===== config.mk =====
export PLATFORM = sky130hd
export DESIGN_NAME = rx_buffer
export DESIGN_NICKNAME = d
export VERILOG_FILES = /design/src/rtl/rx_buffer.sv
export SDC_FILE = /design/constraint.sdc
export NUM_CORES = 1
export LEC_CHECK = 0
export CORE_UTILIZATION = 35
export CTS_CLUSTER_DIAMETER = 30
export DETAILED_ROUTE_END_ITERATION = 12
export DONT_BUFFER_PORTS = 1
export PLACE_DENSITY = 0.58
export SLEW_MARGIN = 40
export SYNTH_ARGS = -nofsm -noshare
export SYNTH_HDL_FRONTEND = slang
export SYNTH_SLANG_ARGS = --single-unit

===== constraint.sdc =====
create_clock -name i_clk -period 12.8 [get_ports i_clk]
set_input_delay 2.56 -clock i_clk [delete_from_list [all_inputs] [get_ports i_clk]]
set_output_delay 2.56 -clock i_clk [all_outputs]
set_load 0.01 [all_outputs]

===== src/rtl/rx_buffer.sv =====
// ============================================================================
// Module  : rx_buffer (with pcie_pkg record type)
// Brief   : Receive record FIFO with FWFT output and credit-advertisement FSM.
//           Optional macro RX_BUFFER_STATS_EN adds o_drop_count.
// Revision: 1.0 - initial release
// ============================================================================
`default_nettype none

package pcie_pkg;
    typedef struct packed {
        logic [3:0]  ctrl;
        logic [31:0] data;
    } tx_buffer_record;
endpackage

module rx_buffer
    import pcie_pkg::*;
#(
    parameter int DEPTH        = 8,
    parameter int NUM_LANES    = 4,
    parameter int CREDIT_BATCH = 2
) (
    input  logic                                  i_clk,
    input  logic                                  i_rst,
    input  logic                                  i_wren,
    input  tx_buffer_record [0:NUM_LANES/4-1]     i_rbr,
    input  logic                                  i_ren,
    output logic                                  o_valid,
    output tx_buffer_record [0:NUM_LANES/4-1]     o_rbr,
    output logic                                  o_empty,
    output logic                                  o_overflow,
    output logic                                  o_fc_valid,
    output logic [$clog2(DEPTH+1)-1:0]            o_fc_credits,
`ifdef RX_BUFFER_STATS_EN
    output logic [15:0]                           o_drop_count,
`endif
    input  logic                                  i_fc_ack
);

    localparam int NR = NUM_LANES / 4;
    localparam int CW = $clog2(DEPTH + 1);
    localparam int PW = $clog2(DEPTH);

    typedef enum logic [1:0] {
        ST_INIT = 2'd0,
        ST_IDLE = 2'd1,
        ST_ADV  = 2'd2
    } state_t;

    tx_buffer_record [0:NR-1] r_mem [DEPTH];

    logic [PW-1:0] r_wr_ptr;
    logic [PW-1:0] r_rd_ptr;
    logic [CW-1:0] r_count;
    logic          r_valid;
    logic          r_empty;
    logic          r_overflow;
    logic [CW-1:0] r_pending;
    logic [CW-1:0] r_fc_credits;
    state_t        r_state;

    logic          w_pop;
    logic          w_push;
    logic          w_drop;
    logic [CW-1:0] w_count_nxt;
    logic [CW-1:0] w_pend_inc;
    logic [CW-1:0] w_pend_nxt;
    logic          w_latch;
    logic [CW-1:0] w_latch_val;
    state_t        w_state_nxt;

    // A full FIFO still accepts a write when the head is popped in the same cycle.
    assign w_pop       = i_ren && (r_count != '0);
    assign w_push      = i_wren && ((r_count != CW'(DEPTH)) || w_pop);
    assign w_drop      = i_wren && !w_push;
    assign w_count_nxt = r_count + CW'(w_push) - CW'(w_pop);
    assign w_pend_inc  = (w_pop && (r_pending != CW'(DEPTH))) ? r_pending + CW'(1) : r_pending;

    always_ff @(posedge i_clk) begin
        if (w_push) begin
            r_mem[r_wr_ptr] <= i_rbr;
        end
    end

    always_ff @(posedge i_clk or posedge i_rst) begin
        if (i_rst) begin
            r_wr_ptr   <= '0;
            r_rd_ptr   <= '0;
            r_count    <= '0;
            r_valid    <= 1'b0;
            r_empty    <= 1'b1;
            r_overflow <= 1'b0;
        end else begin
            if (w_push) r_wr_ptr <= r_wr_ptr + PW'(1);
            if (w_pop)  r_rd_ptr <= r_rd_ptr + PW'(1);
            r_count <= w_count_nxt;
            r_valid <= (w_count_nxt != '0);
            r_empty <= (w_count_nxt == '0);
            if (w_drop) r_overflow <= 1'b1;
        end
    end

    always_comb begin
        w_state_nxt = r_state;
        w_latch     = 1'b0;
        w_latch_val = r_pending;
        w_pend_nxt  = w_pend_inc;
        case (r_state)
            ST_INIT: begin
                w_state_nxt = ST_ADV;
                w_latch     = 1'b1;
                w_latch_val = CW'(DEPTH);
            end
            ST_IDLE: begin
                // Flush a partial batch once the FIFO drains so no credit is stranded.
                if ((r_pending >= CW'(CREDIT_BATCH)) ||
                    ((r_pending != '0) && (r_count == '0))) begin
                    w_state_nxt = ST_ADV;
                    w_latch     = 1'b1;
                    w_latch_val = r_pending;
                    w_pend_nxt  = CW'(w_pop);
                end
            end
            ST_ADV: begin
                if (i_fc_ack) w_state_nxt = ST_IDLE;
            end
            default: w_state_nxt = ST_INIT;
        endcase
    end

    always_ff @(posedge i_clk or posedge i_rst) begin
        if (i_rst) begin
            r_state      <= ST_INIT;
            r_pending    <= '0;
            r_fc_credits <= '0;
        end else begin
            r_state   <= w_state_nxt;
            r_pending <= w_pend_nxt;
            if (w_latch) r_fc_credits <= w_latch_val;
        end
    end

`ifdef RX_BUFFER_STATS_EN
    logic [15:0] r_drop_count;

    always_ff @(posedge i_clk or posedge i_rst) begin
        if (i_rst) begin
            r_drop_count <= '0;
        end else if (w_drop && (r_drop_count != 16'hFFFF)) begin
            r_drop_count <= r_drop_count + 16'd1;
        end
    end

    assign o_drop_count = r_drop_count;
`endif

    assign o_valid      = r_valid;
    assign o_empty      = r_empty;
    assign o_rbr        = (r_count == '0) ? '0 : r_mem[r_rd_ptr];
    assign o_overflow   = r_overflow;
    assign o_fc_valid   = (r_state == ST_ADV);
    assign o_fc_credits = r_fc_credits;

endmodule

`default_nettype wire


### Word-level counts from Yosys, hierarchy flattened

Memories as Yosys holds them, arrays and structs flattened.
Index checks and enable logic that the tools add are counted.

| storage, ports and cells | value |
|---|---|
| register bits after elaboration | 23 |
| bits in writable memories | 288 |
| input port bits | 41 |
| output and inout bits | 44 |
| logic and storage cells | 49 |
| memories kept | 1 |

| operators by class | value |
|---|---|
| $add $sub $neg | 5 |
| order comparisons | 1 |
| equal/unequal tests | 6 |
| multiplexer cells | 12 |
| reductions and logical operators | 15 |

Memories:

| memory | words | width | rd ports | clocked after memory_dff | write ports | RTL line | text |
|---|---|---|---|---|---|---|---|
| r_mem | 8 | 36 | 1 | 0 | 1 | 50 | `tx_buffer_record [0:NR-1] r_mem [DEPTH];` |

Operators by type and width:

| operator | number |
|---|---|
| $mux 36 | 1 |
| $mux 4 | 4 |
| $reduce_bool 4->1 | 3 |
| $logic_not 4->1 | 2 |
| $ne 4x4->1 const B | 2 |
| $add 3x1->3 const B | 2 |
| $pmux 2 s3 | 1 |
| $logic_and 1x1->1 | 5 |
| $add 4x1->4 | 1 |
| $add 4x1->4 const B | 1 |
| $ge 4x2->1 const B | 1 |
| $mux 2 | 2 |
| $sub 4x1->4 | 1 |
| $mux 1 | 3 |
| $eq 2x1->1 const B | 1 |
| $eq 2x2->1 const B | 1 |
| $logic_not 2->1 | 1 |
| $logic_or 1x1->1 | 2 |
| $ne 2x1->1 const B | 1 |
| $ne 2x2->1 const B | 1 |
| $pmux 1 s2 | 1 |
| $reduce_and 2->1 | 1 |
| $logic_not 1->1 | 1 |

### Longest topological paths before layout

| depth | value |
|---|---|
| depth after elaboration | 7 |
| gate-level depth with buffers | 13 |
| gate-level depth less buffers | 12 |

### Worst setup path after synthesis

No wires, ideal clock.

| timing path | value |
|---|---|
| path type | input to register |
| start | in i_ren |
| end | mem r_mem[1][0] in the netlist's numbering, enable pin |
| library setup time | 0.474 ns |
| arrival time | 5.603 ns |
| required time | 12.326 ns |
| path slack | 6.723 ns |
| stages on the path | 4 |
| buffers on the path | 0 |
| cells stage by stage | nand2b_1 -> a31o_2 -> or2_1 -> nor3_1 |

| on the way | value |
|---|---|
| cells in the longest elaborated chain, start to end | 5 |

Ends and longest elaborated chain:

| element | RTL line | text |
|---|---|---|
| start: declaration | 27 | `input logic i_ren,` |
| $logic_and 1x1->1 | 73 | `assign w_pop = i_ren && (r_count != '0);` |
| $logic_or 1x1->1 | 74 | `assign w_push = i_wren && ((r_count != CW'(DEPTH)) \|\| w_pop);` |
| $logic_and 1x1->1 | 74 |  |
| $mux 1 | 80 | `if (w_push) begin` |
| $mux 1 (not written as such) | 81 | `r_mem[r_wr_ptr] <= i_rbr;` |
| end: declaration | 50 |  |

No other way between the ends.

==> reports/results.tsv <==
metric	value	unit
# clock sinks	311	
Clock transition at path regs	0.05	ns
global-route wire length before repair	38300	um
Slew HR	0.4822	
CTS tree	done	
GRT Residual Overflow	0	
DR DRC count	0	
area leader, netlist	edfxtp_1	
postcts setup bufs	0	
initial antenna violation count	0	
Async S/R FF share, synth	0.07395	
Hold Vio Cnt, Final	0	
Nets	684	
largest net degree at the start of global routing	39	
Via Count	5689	
most area-consuming cells after synthesis	edfxtp_1, mux4_2, dfrtp_1, mux2i_1, nor2_1	
port buffer count	0	
Via-to-Cell Ratio	5.043	
Leak	4.998	nW
maximum VDD drop	0.1163	mV
DR iter-0 viols	311	
synthesized area	12150	um^2
clk buf depth	3	
FF+latch count, synth	311	
Post-DP HPWL	13990	um
fmax	191.6	MHz
Syn Area/Cell	20.84	um^2
maxcap violations	0	
Synth Flop Type	edfxtp_1	
Slew Limit Fails	0	
Startpoint Class	flip-flop	
CORE AREA	33870	um^2
crit path DAT	2.66	ns
die area	35470	um^2
# fillers	2924	
RSZ-0062 raised after global routing	false	
height of the die	188.3	um
Mapped Nets	635	
Die W	188.3	um
Post-CTS Resized	0	
setup TNS	0	ns
antenna viol nets, final	0	
post-route minimum period	5.218	ns
CP Max Fanout	38	
area of the multi-input gates	2790	um^2
Root Driver	clkbuf_16	
FP Rows	67	
Power Density	253.8	nW/um^2
layout cells sized above 1	0.3044	
clock skew	0.01759	ns
status	complete, no violations	
Placer Congestion	0.7247	
CTS Buf Count	57	
routed len/inst	22.23	um
Diodes inserted	0	
final setup violation count	0	
vias in the first global route	6331	
Clk Latency, worst-skew pair	0.57	ns
Non-Filler Instances	1128	
Ys Warns	0	
Area Growth Syn to Fin	21.19	%
DRT Wirelength	25070	um
Sequential Area	9234	um^2
crit end category	primary output	
CP required	10.24	ns
final period utilization	0.4077	
EDFF count, synth	288	
cells after synthesis	583	
Pre-antenna DRT Iters	4	
IO Pins	85	
Yosys cell types	44	
sequential area share after synthesis	0.7592	
placed instance count	1019	
worst slew pin tran	0.7767	ns
H-tree Lvls	2	
Min-Delay Path Class	reg -> reg	
top cell type's share of synthesized area	0.7117	
hold_buf cts	0	
total track usage	0.1448	
Worst Setup Path Type	reg -> out	
initial core utilization	0.3588	
synth_stat cells (all sizes together), types with 2 or more instances:
cell type  count
or3            3
clkbuf         8
nand3          3
nor3           2
a21o           2
nor2b          2
nand2b         4
nand2         14
xnor2          4
a22o           5
o21ai          4
buf           17
ha            10
inv           16
xor2           2
a21oi          4
mux2i         36
and2           3
nor2          46
dfrtp         22
edfxtp       288
mux4          72
cells in the final DEF (no fill, tap or decap), types with 4 or more instances in the layout:
cell type and count:
clkinv_2 11, a21oi_1 4, bufinv_16 6, ha_1 10
buf_4 10, inv_6 9, nor2_4 6, clkinvlp_4 8
nor2_1 40, clkinv_1 4, mux4_2 72, edfxtp_1 288
a22o_1 5, nand2b_1 4, dfrtp_1 19, xnor2_1 4
clkinv_4 7, nand2_1 14, mux2i_1 36, inv_1 15
clkbuf_16 57
worst max-delay path, stage by stage, from the launching register on:
cell and delay (ns):
dfrtp_4 0.60, buf_6 0.51, mux4_2 0.58, mux2i_1 0.24, nor2_1 0.12
routing by layer:
metal	global-route usage	part of all wire
met1	0.1773	0.41
met2	0.2423	0.50
met3	0.04358	0.065
met4	0.05304	0.024
met5	0	0
final timing paths:
path,from,depth (start not counted),endpoint,slack (ns)
worst max-delay path,r_rd_ptr[0],4,o_rbr[32],7.58
worst min-delay path,r_wr_ptr[0],2,r_wr_ptr[0],0.54
worst max register to register,r_count[2],7,r_mem[0][25],9.77
worst min register to register,r_wr_ptr[0],2,r_wr_ptr[0],0.54
max in group asynchronous,i_rst,1,r_rd_ptr[0],10.47
min in group asynchronous,i_rst,1,r_wr_ptr[0],1.92
sequential cells by signal (all words and copies together), names as in the netlist:
register / count
o_overflow: 1
r_mem: 288
r_wr_ptr: 3
r_count: 4
r_pending: 4
r_state: 2
o_empty: 1
o_fc_credits: 4
o_valid: 1
r_rd_ptr: 3
cell families (layout without fill, tap and decap cells):
logic type	count (synthesis)	count (layout)	synth area share
flops	311	311	0.7592
simple gates	86	86	0.03336
mux	109	109	0.1640
fa+ha+maj	11	11	0.01194
buf+inv	41	138	0.01596
compound gates	19	19	0.01122
xor+xnor	6	6	0.004325
where the power goes:
| group | switching [mW] | internal (mW) |
|---|---|---|
| logic | 0.504 | 0.392 |
| registers | 0.102 | 1.28 |
| clock network | 0.514 | 0.945 |
per-stage QoR:
step                power [mW]  area [um^2]  worst slack (ns)  hold WS (ns)  utilization
floorplan                2.065        12150             6.723        0.4739            -
finish                   3.738        14730             7.582        0.5384       0.4348
detailed placement       2.313        12770             7.485        0.5287       0.3770
CTS                      3.791        14690             6.864        0.5414       0.4337
global placement         2.273        12730             7.511        0.4894       0.3758
global route             3.912        14730             7.396        0.5581       0.4348
area by class of cell:
class | count | share of cell area
sequential | 311 | 0.6270
clock buffer | 60 | 0.09762
clock inverter | 47 | 0.03280
tap | 448 | 0.03806
multi-input combinational | 231 | 0.1895
timing repair buffer | 15 | 0.01096
inverter | 16 | 0.004078
No activity file was read; power rests on OpenSTA's default activity.
